### src/rtl/filtro_interp_pkg.sv
// Shared types and constants for the 8-tap fractional-sample interpolation filter.
package filtro_interp_pkg;

    typedef enum logic [1:0] {
        FRAC_INT = 2'd0,
        FRAC_Q   = 2'd1,
        FRAC_H   = 2'd2,
        FRAC_3Q  = 2'd3
    } frac_e;

    localparam int unsigned TAPS        = 8;
    localparam int unsigned NFRAC       = 4;
    localparam int unsigned PAIRS       = 4;
    localparam int unsigned SHIFT       = 6;
    localparam int unsigned ROUND_CONST = 32;
    localparam int unsigned FILL_W      = 4;

    typedef logic signed [7:0] coef_t;

    // Rows indexed by frac, columns by tap w0..w7; every row sums to 64.
    localparam coef_t COEF [NFRAC][TAPS] = '{
        '{ 8'sd0,  8'sd0,   8'sd0,  8'sd64,  8'sd0,   8'sd0,  8'sd0,  8'sd0},
        '{-8'sd1,  8'sd4, -8'sd10,  8'sd58,  8'sd17, -8'sd5,  8'sd1,  8'sd0},
        '{-8'sd1,  8'sd4, -8'sd11,  8'sd40,  8'sd40, -8'sd11, 8'sd4, -8'sd1},
        '{ 8'sd0,  8'sd1,  -8'sd5,  8'sd17,  8'sd58, -8'sd10, 8'sd4, -8'sd1}
    };

endpackage

### src/rtl/filtro_interp_pipe_tap.sv
// Combinational weighted sum, split into pair sums (before S1) and the final
// round/shift (after S1). Products are constant shift/add networks muxed by frac.
module filtro8_tap
    import filtro_interp_pkg::*;
#(
    parameter int unsigned IN_WIDTH  = 10,
    parameter int unsigned OUT_WIDTH = IN_WIDTH + 1,
    parameter int unsigned ROUND     = 0
) (
    input  logic signed [IN_WIDTH-1:0]  win      [TAPS],
    input  frac_e                       frac,
    output logic signed [IN_WIDTH+7:0]  pair_c   [PAIRS],
    input  logic signed [IN_WIDTH+7:0]  pair_q   [PAIRS],
    output logic signed [OUT_WIDTH-1:0] result_c
);

    localparam int unsigned ACC_W = IN_WIDTH + 8;
    localparam logic signed [ACC_W-1:0] RND = (ROUND != 0) ? ACC_W'(ROUND_CONST) : '0;

    // Constant coefficient -> sum of shifted copies, negated for negative taps.
    function automatic logic signed [ACC_W-1:0] mul_const(
        input logic signed [IN_WIDTH-1:0] x,
        input coef_t                      c
    );
        logic signed [ACC_W-1:0] xe;
        logic signed [ACC_W-1:0] acc;
        logic [7:0]              mag;
        xe  = ACC_W'(x);
        acc = '0;
        mag = c[7] ? 8'(-c) : 8'(c);
        for (int b = 0; b < 8; b++) begin
            if (mag[b]) acc = acc + (xe <<< b);
        end
        return c[7] ? -acc : acc;
    endfunction

    logic signed [ACC_W-1:0] prod [NFRAC][TAPS];
    logic signed [ACC_W-1:0] sum_c;

    always_comb begin
        for (int f = 0; f < NFRAC; f++) begin
            for (int t = 0; t < TAPS; t++) begin
                prod[f][t] = mul_const(win[t], COEF[f][t]);
            end
        end
    end

    always_comb begin
        for (int p = 0; p < PAIRS; p++) begin
            pair_c[p] = prod[frac][2*p] + prod[frac][2*p+1];
        end
    end

    // Arithmetic shift gives floor division, so negative values truncate toward -inf.
    always_comb begin
        sum_c = RND;
        for (int p = 0; p < PAIRS; p++) begin
            sum_c = sum_c + pair_q[p];
        end
        result_c = OUT_WIDTH'(sum_c >>> SHIFT);
    end

endmodule

### src/rtl/filtro_interp_pipe.sv
// Streaming 8-tap fractional-sample interpolator: sliding window, two pipeline
// stages, ready/valid on both sides with a global stall.
module filtro_interp_pipe
    import filtro_interp_pkg::*;
#(
    parameter int unsigned IN_WIDTH  = 10,
    parameter int unsigned OUT_WIDTH = IN_WIDTH + 1,
    parameter int unsigned ROUND     = 0
) (
    input  logic                        clk,
    input  logic                        rst,
    input  logic                        in_valid,
    output logic                        in_ready,
    input  logic signed [IN_WIDTH-1:0]  in_data,
    input  logic [1:0]                  in_frac,
    input  logic                        in_line_start,
    output logic                        out_valid,
    input  logic                        out_ready,
    output logic signed [OUT_WIDTH-1:0] out_data
);

    localparam int unsigned ACC_W = IN_WIDTH + 8;
    localparam logic [FILL_W-1:0] FILL_FULL = FILL_W'(TAPS);

    logic signed [IN_WIDTH-1:0]  win_q  [TAPS];
    logic [FILL_W-1:0]           fill_q;
    logic [FILL_W-1:0]           fill_next_c;
    frac_e                       frac_q;
    logic                        v0_q;
    logic                        v1_q;
    logic signed [ACC_W-1:0]     pair_c [PAIRS];
    logic signed [ACC_W-1:0]     pair_q [PAIRS];
    logic signed [OUT_WIDTH-1:0] result_c;
    logic                        stall_c;
    logic                        accept_c;
    logic                        launch_c;

    // The whole pipeline freezes while the output holds an unaccepted result.
    assign stall_c  = out_valid && !out_ready;
    assign in_ready = !stall_c;
    assign accept_c = in_valid && in_ready;

    always_comb begin
        fill_next_c = fill_q;
        if (in_line_start) begin
            fill_next_c = FILL_W'(1);
        end else if (fill_q != FILL_FULL) begin
            fill_next_c = fill_q + FILL_W'(1);
        end
        launch_c = accept_c && (fill_next_c == FILL_FULL);
    end

    always_ff @(posedge clk or posedge rst) begin
        if (rst) begin
            for (int t = 0; t < TAPS; t++) begin
                win_q[t] <= '0;
            end
            for (int p = 0; p < PAIRS; p++) begin
                pair_q[p] <= '0;
            end
            fill_q    <= '0;
            frac_q    <= FRAC_INT;
            v0_q      <= 1'b0;
            v1_q      <= 1'b0;
            out_valid <= 1'b0;
            out_data  <= '0;
        end else if (!stall_c) begin
            if (accept_c) begin
                for (int t = 0; t < TAPS - 1; t++) begin
                    win_q[t] <= win_q[t+1];
                end
                win_q[TAPS-1] <= in_data;
                fill_q        <= fill_next_c;
                frac_q        <= frac_e'(in_frac);
            end
            // Bubbles advance like results; only the valid bits distinguish them.
            v0_q <= launch_c;
            for (int p = 0; p < PAIRS; p++) begin
                pair_q[p] <= pair_c[p];
            end
            v1_q      <= v0_q;
            out_valid <= v1_q;
            if (v1_q) begin
                out_data <= result_c;
            end
        end
    end

    filtro8_tap #(
        .IN_WIDTH  (IN_WIDTH),
        .OUT_WIDTH (OUT_WIDTH),
        .ROUND     (ROUND)
    ) u_tap (
        .win      (win_q),
        .frac     (frac_q),
        .pair_c   (pair_c),
        .pair_q   (pair_q),
        .result_c (result_c)
    );

endmodule

### config.mk
export PLATFORM = sky130hd
export DESIGN_NAME = filtro_interp_pipe
export DESIGN_NICKNAME = d
export VERILOG_FILES = /design/src/rtl/filtro_interp_pkg.sv /design/src/rtl/filtro_interp_pipe_tap.sv /design/src/rtl/filtro_interp_pipe.sv
export SDC_FILE = /design/constraint.sdc
export NUM_CORES = 1
export LEC_CHECK = 0
export ABC_AREA = 0
export CORE_MARGIN = 3
export CORE_UTILIZATION = 45
export DETAILED_ROUTE_END_ITERATION = 8
export GPL_ROUTABILITY_DRIVEN = 0
export SYNTH_ARGS = -nofsm -noshare
export SYNTH_HDL_FRONTEND = slang
export SYNTH_SLANG_ARGS = --single-unit
### constraint.sdc
create_clock -name clk -period 8.67 [get_ports clk]
set_input_delay 1.3005 -clock clk [delete_from_list [all_inputs] [get_ports clk]]
set_output_delay 1.3005 -clock clk [all_outputs]
set_load 0.02 [all_outputs]
Word-level counts from Yosys, hierarchy flattened:

Cells that the tools add are included.

* bits of input ports: 17
* register bits after elaboration: 168
* output and inout port bits: 13

* $add $sub $neg: 34
* reductions and logical operators: 7
* bitwise logic cells: 2
* mux-type cells: 5
* equal/unequal tests: 2
* $lt $le $gt $ge: 1

Operators with widths (count)
* $bmux 144 s2: 1
* $mux 143: 2
* $add 17x17->17: 7
* $neg 18->18: 6
* $add 11x13->14: 4
* $add 18x15->18: 2
* $neg 10->18: 2
* $add 13x15->16: 2
* $add 10x14->15: 2
* $add 14x14->15: 2
* $add 12x13->14: 2
* $add 10x12->13: 2
* $add 10x11->12: 2
* $mux 4: 2
* $add 4x1->4 const B: 1
* $eq 4x4->1 const B: 1
* $ne 4x4->1 const B: 1
* $reduce_and 2->1: 2
* $ge 3x3->1 const B: 1
* $logic_and 1x1->1: 3
* $not 2->3: 1
* $logic_not 1->1: 2
* $not 1->1: 1

Depth between registers and ports, before layout:

* depth in word-level cells: 7
* depth in mapped cells: 23
* depth with buffers taken out: 23

Hierarchy:

From an unflattened synthesis, not the netlist that was laid out.

* cells, all modules: 2155
* area, all modules: 18875.6 sq um

Modules (own cells, without submodules)
* filtro8_tap: times used 1, cells an instance 1608, area each 12308.1 sq um, seq. area each 0.0 sq um
* filtro_interp_pipe: times used 1, cells an instance 547, area each 6567.5 sq um, seq. area each 4304.1 sq um

Worst setup path after synthesis:

OpenSTA, ideal clock, no wires.

* kind: register to register
* from: register win_q[41] (netlist name)
* to: register pair_q[51] (netlist name)
* arrival: 4933 ps
* buffers on the path: 0
* clock period less this slack: 5028 ps
* setup slack: 3642 ps
* cell stages (with the launch flop): 20
* setup time: 95 ps
* cell sequence: dfrtp_1 -> fa_1 -> ha_1 -> fa_1 -> xor2_1 -> ha_1 -> a21o_1 -> a21oi_1 -> o21bai_1 -> a21oi_1 -> o21bai_1 -> a21oi_1 -> xnor2_1 -> mux4_2 -> ha_1 -> and3_1 -> and3_1 -> o31a_1 -> o21a_1 -> o31ai_1

* word-level cells in the longest chain between the ends: 7
* elaborated cells on any way between the ends: 9
* classes of those cells: 6 x add/sub; 3 x mux

Ends and longest elaborated chain
* start: declaration: RTL line filtro_interp_pipe.sv:25 `logic signed [IN_WIDTH-1:0] win_q [TAPS];`
* start signal: indexed assignment: RTL line filtro_interp_pipe.sv:70 `win_q[t] <= win_q[t+1];`
* start signal: indexed assignment: RTL line filtro_interp_pipe.sv:72 `win_q[TAPS-1] <= in_data;`
* $add 11x13->14: RTL line filtro_interp_pipe_tap.sv:32 `if (mag[b]) acc = acc + (xe <<< b);`
* $add 14x14->15: RTL line filtro_interp_pipe_tap.sv:32
* $add 18x15->18: RTL line filtro_interp_pipe_tap.sv:32
* $bmux 144 s2 *: RTL line filtro_interp_pipe_tap.sv:50 `pair_c[p] = prod[frac][2*p] + prod[frac][2*p+1];`
* $mux 143 * (2 in series)
* $add 17x17->17 *: RTL line filtro_interp_pipe_tap.sv:50
* end signal: indexed assignment: RTL line filtro_interp_pipe.sv:79 `pair_q[p] <= pair_c[p];`
* end: declaration: RTL line filtro_interp_pipe.sv:32 `logic signed [ACC_W-1:0] pair_q [PAIRS];`

Every way passes the cells marked *; elsewhere a longest branch is shown, timed or not. The select of a mux whose other input is x is not followed.
A chain may end at the register's enable or synchronous reset.

Worst setup path after layout:

* from: register win_q[20] (netlist name)
* to: register pair_q[34] (netlist name)

* word-level cells in the longest chain between the ends: 7
* elaborated cells on any way between the ends: 11
* classes of those cells: 8 x add/sub; 3 x mux

Ends and longest elaborated chain
* $add 10x11->12: RTL line filtro_interp_pipe_tap.sv:32
* $add 12x13->14: RTL line filtro_interp_pipe_tap.sv:32
* $neg 18->18: RTL line filtro_interp_pipe_tap.sv:34 `return c[7] ? -acc : acc;`
* $bmux 144 s2 *: RTL line filtro_interp_pipe_tap.sv:50
* $mux 143 (not written as such) * (2 in series): RTL line filtro_interp_pipe_tap.sv:50
* $add 17x17->17 *: RTL line filtro_interp_pipe_tap.sv:50

Marked as above.

==> flow_summary.json <==
{
  "synth_enable_flop_cells": 0,
  "rsz0062_at_grt": "false",
  "timing.critical_path.required_ns": 9.00,
  "timing.critical_path.fanout_max": 8,
  "post_detailed_placement_half_perimeter_wirelength_um": 35400,
  "finClkSkew_ns": 0.0115,
  "final_period_minus_worst_setup_slack_ns": 5.57,
  "run_status": "complete, no violations",
  "cts.reportedPaths.clkPinSlew_ns": 0.07,
  "tritoncts": "built",
  "slew-limit-headroom_pct": 31.5,
  "maximum_number_of_pins_on_one_net_before_global_route_repair": 97,
  "hold_start": "out_data[8]$_DFFE_PP0P_",
  "timing_max_transition_violations_final": 0,
  "antennaDiodeCount": 0,
  "synthesis.nets": 2335,
  "ant_nets": 0,
  "wire_length_of_the_first_global_routing_pass_um": 76500,
  "clock.fmax_mhz": 180,
  "design.die.area_sq_um": 42200,
  "clk_root_buffer_cell": "sky130_fd_sc_hd__clkbuf_16",
  "clock_latency_ns": 0.44,
  "tightest_slew_ns": 1.03,
  "fp.dieH_um": 205,
  "grt_antenna_before_repair": 0,
  "cts_post_setup_buffers_inserted": 0,
  "critPathSlowestCell": "sky130_fd_sc_hd__fa_1",
  "slowest_delay_ns": 0.62,
  "critical_path.reg2reg.startpoint": "win_q[20]$_DFFE_PP0P_",
  "synth.yosys.seq_area_share_pct": 23.5,
  "drive_above_1_share_pct": 6.92,
  "postSynthRegisterBits": 168,
  "worst_hold_path_type": "reg2reg",
  "drv.max_cap_violation_count": 0,
  "syn-instance-count": 2049,
  "synth-async-reset-ratio_pct": 100,
  "synth_area_sq_um": 17900,
  "avgSynthCellArea_sq_um": 8.73,
  "cts_made_buffers": 17,
  "buffer_ports.inserted": 29,
  "syn2layout_area_growth_pct": 7.74,
  "final_wl_um": 46700,
  "start_util_pct": 45.9,
  "arrival_ns": 5.90,
  "drt-initial-drc-count": 952,
  "max-clock-path-buffers": 2,
  "setup_viol_count_final": 0,
  "placeableCoreArea_sq_um": 39000,
  "setup_tns_ns": 0,
  "synth_flop_cell": "sky130_fd_sc_hd__dfrtp_1",
  "die_x_um": 205,
  "yosys_warnings": 0,
  "path_delay_family": "compound AO/OA/AOI/OAI gates",
  "crit_type": "reg2reg",
  "critPathLaunchType": "register",
  "first_global_vias": 14400,
  "ctsResizeCount": 0,
  "detail_route.first_pass.iterations": 7,
  "num_io_pins": 30,
  "routed-via-count": 14700,
  "timing_hold_violations_final": 0,
  "post_drt_wl_per_cell_um": 18.2,
  "grt_remaining_overflow": 0,
  "worst_setup_path_startpoint": "win_q[20]$_DFFE_PP0P_",
  "yosys.cell_types.count": 76,
  "placementRows": 72,
  "cts.htree.levels": 4,
  "crit_path_cell_trace": "inv_1 -> fa_1 -> inv_1 -> ha_1 -> a211oi_1 -> o21ai_0 -> xor2_1 -> a2111oi_2 -> nand2_1 -> nor4b_1 -> xor2_1 -> nor2_1 -> o21ai_0 -> ha_1 -> nand2_1 -> o41a_1 -> o21ai_0 -> xor2_1 -> mux2_2",
  "final_net_count": 2326,
  "timing.critical_path.to_type": "register",
  "cts_hold_repair.buffers": 0,
  "cp.buffers_inverters": 2,
  "grt_util_all_layers_pct": 22.7,
  "cts.sinks": 168,
  "final_min_period_over_clock_period_pct": 64.3,
  "avgViaCountPerCell": 5.71,
  "drc_violations": 0
}
[final timing paths]
| path | end | slack [ns] | depth (start not counted) |
|---|---|---|---|
| worst max-delay path | pair_q[34]$_DFFE_PP0N_ | 3.10 | 19 |
| worst min-delay path | out_data[8]$_DFFE_PP0P_ | 0.48 | 2 |
| worst max register to register | pair_q[34]$_DFFE_PP0N_ | 3.10 | 19 |
| worst min register to register | out_data[8]$_DFFE_PP0P_ | 0.48 | 2 |
| max in group asynchronous | pair_q[22]$_DFFE_PP0N_ | 5.60 | 3 |
| min in group asynchronous | fill_q[0]$_DFFE_PP0P_ | 1.45 | 2 |
[cells in the final DEF (no fill, tap or decap), drive strengths merged, types with 29 or more instances in the layout]
cell type / netlist / final
ha: 192 / 192
nor2: 184 / 184
a21oi: 179 / 179
dfrtp: 168 / 168
nand2: 155 / 155
o21ai: 136 / 136
inv: 116 / 120
xnor2: 118 / 118
fa: 77 / 77
xor2: 72 / 72
mux2: 71 / 71
nor3: 60 / 60
o21bai: 34 / 34
clkdlybuf4s50: 0 / 29
[worst min-delay path, delay by kind of cell, from the launching register on]
kind,cells,cell delay [ns]
DFF,1,0.34
AOI/OAI and AO/OA,1,0.06
and+or+nand+nor,1,0.04
[cells by family (layout without fill, tap and decap cells)]
| family | count (synthesis) | after routing | synth area share, % |
|---|---|---|---|
| other | 1 | 1 | 0.0210 |
| adder cells (fa/ha/maj) | 269 | 269 | 22.0 |
| multiplexers | 102 | 102 | 6.55 |
| AO/OA/AOI/OAI | 551 | 551 | 19.3 |
| flip-flops | 168 | 168 | 23.5 |
| XOR/XNOR | 191 | 191 | 9.43 |
| buffers and inverters | 185 | 187 | 3.89 |
| AND/OR/NAND/NOR | 582 | 582 | 15.3 |
[per-stage QoR]
stage | hold WS, ns | util [%] | instances | area, sq um | setup slack, ns
2_1_floorplan | 0.439 | - | 2049 | 17900 | 2.82
3_3_place_gp | 0.462 | 47.9 | 2539 | 18700 | 3.25
3_5_place_dp | 0.470 | 47.9 | 2539 | 18700 | 3.19
4_1_cts | 0.485 | 49.4 | 2569 | 19300 | 3.15
5_1_grt | 0.505 | 49.4 | 2569 | 19300 | 2.57
6_report | 0.477 | 49.4 | 2569 | 19300 | 3.10
[sequential cells by signal, indices dropped and copies added (netlist names)]
register and cells:
v0_q 1, out_data 11, fill_q 4, v1_q 1, pair_q 68, win_q 80, out_valid 1, frac_q 2
[Yosys cell counts (all sizes together) (6+ instances only)]
| master | count | area share, % |
|---|---|---|
| buf | 17 | 0.36 |
| o21ai | 136 | 3.8 |
| xnor2 | 118 | 5.8 |
| a21boi | 7 | 0.29 |
| clkbuf | 52 | 1.1 |
| xor2 | 72 | 3.5 |
| and2 | 14 | 0.49 |
| nand2 | 155 | 3.3 |
| o41ai | 6 | 0.29 |
| nand2b | 28 | 0.98 |
| mux2i | 26 | 1.5 |
| o21bai | 34 | 1.4 |
| a21o | 28 | 1.2 |
| ha | 192 | 13 |
| mux2 | 71 | 4.5 |
| o2111ai | 11 | 0.54 |
| a31oi | 13 | 0.45 |
| o21a | 10 | 0.42 |
| dfrtp | 168 | 23 |
| nand3 | 28 | 0.78 |
| o31ai | 14 | 0.59 |
| fa | 77 | 8.6 |
| nor3 | 60 | 1.7 |
| o211ai | 13 | 0.55 |
| a22o | 9 | 0.44 |
| o32ai | 6 | 0.29 |
| or3 | 15 | 0.58 |
| o31a | 9 | 0.44 |
| and3 | 24 | 0.84 |
| nor2b | 26 | 0.91 |
| o22ai | 19 | 0.66 |
| or2 | 8 | 0.28 |
| nor4 | 13 | 0.45 |
| a211oi | 22 | 0.95 |
| nor2 | 184 | 3.9 |
| inv | 116 | 2.4 |
| a21oi | 179 | 5.0 |
[final cells by class]
| cell class | instances | area (sq um) |
|---|---|---|
| clock buffer | 18 | 429 |
| clock inverter | 12 | 166 |
| fill | 3655 | 19700 |
| inverter | 116 | 442 |
| multi-input combinational | 1696 | 13000 |
| sequential | 168 | 4210 |
| tap | 518 | 648 |
| timing repair buffer | 41 | 380 |
[layer usage]
metal	share of wire, %	wire [um]	GRT usage (%)
met5	0	0	0
met4	1.6	755	5.30
met3	3.5	1640	2.82
met2	46	21700	37.1
met1	48	22600	32.3
Power is not shown: default switching activity piles up to over one toggle a cycle in this logic, so the estimate is an artifact.
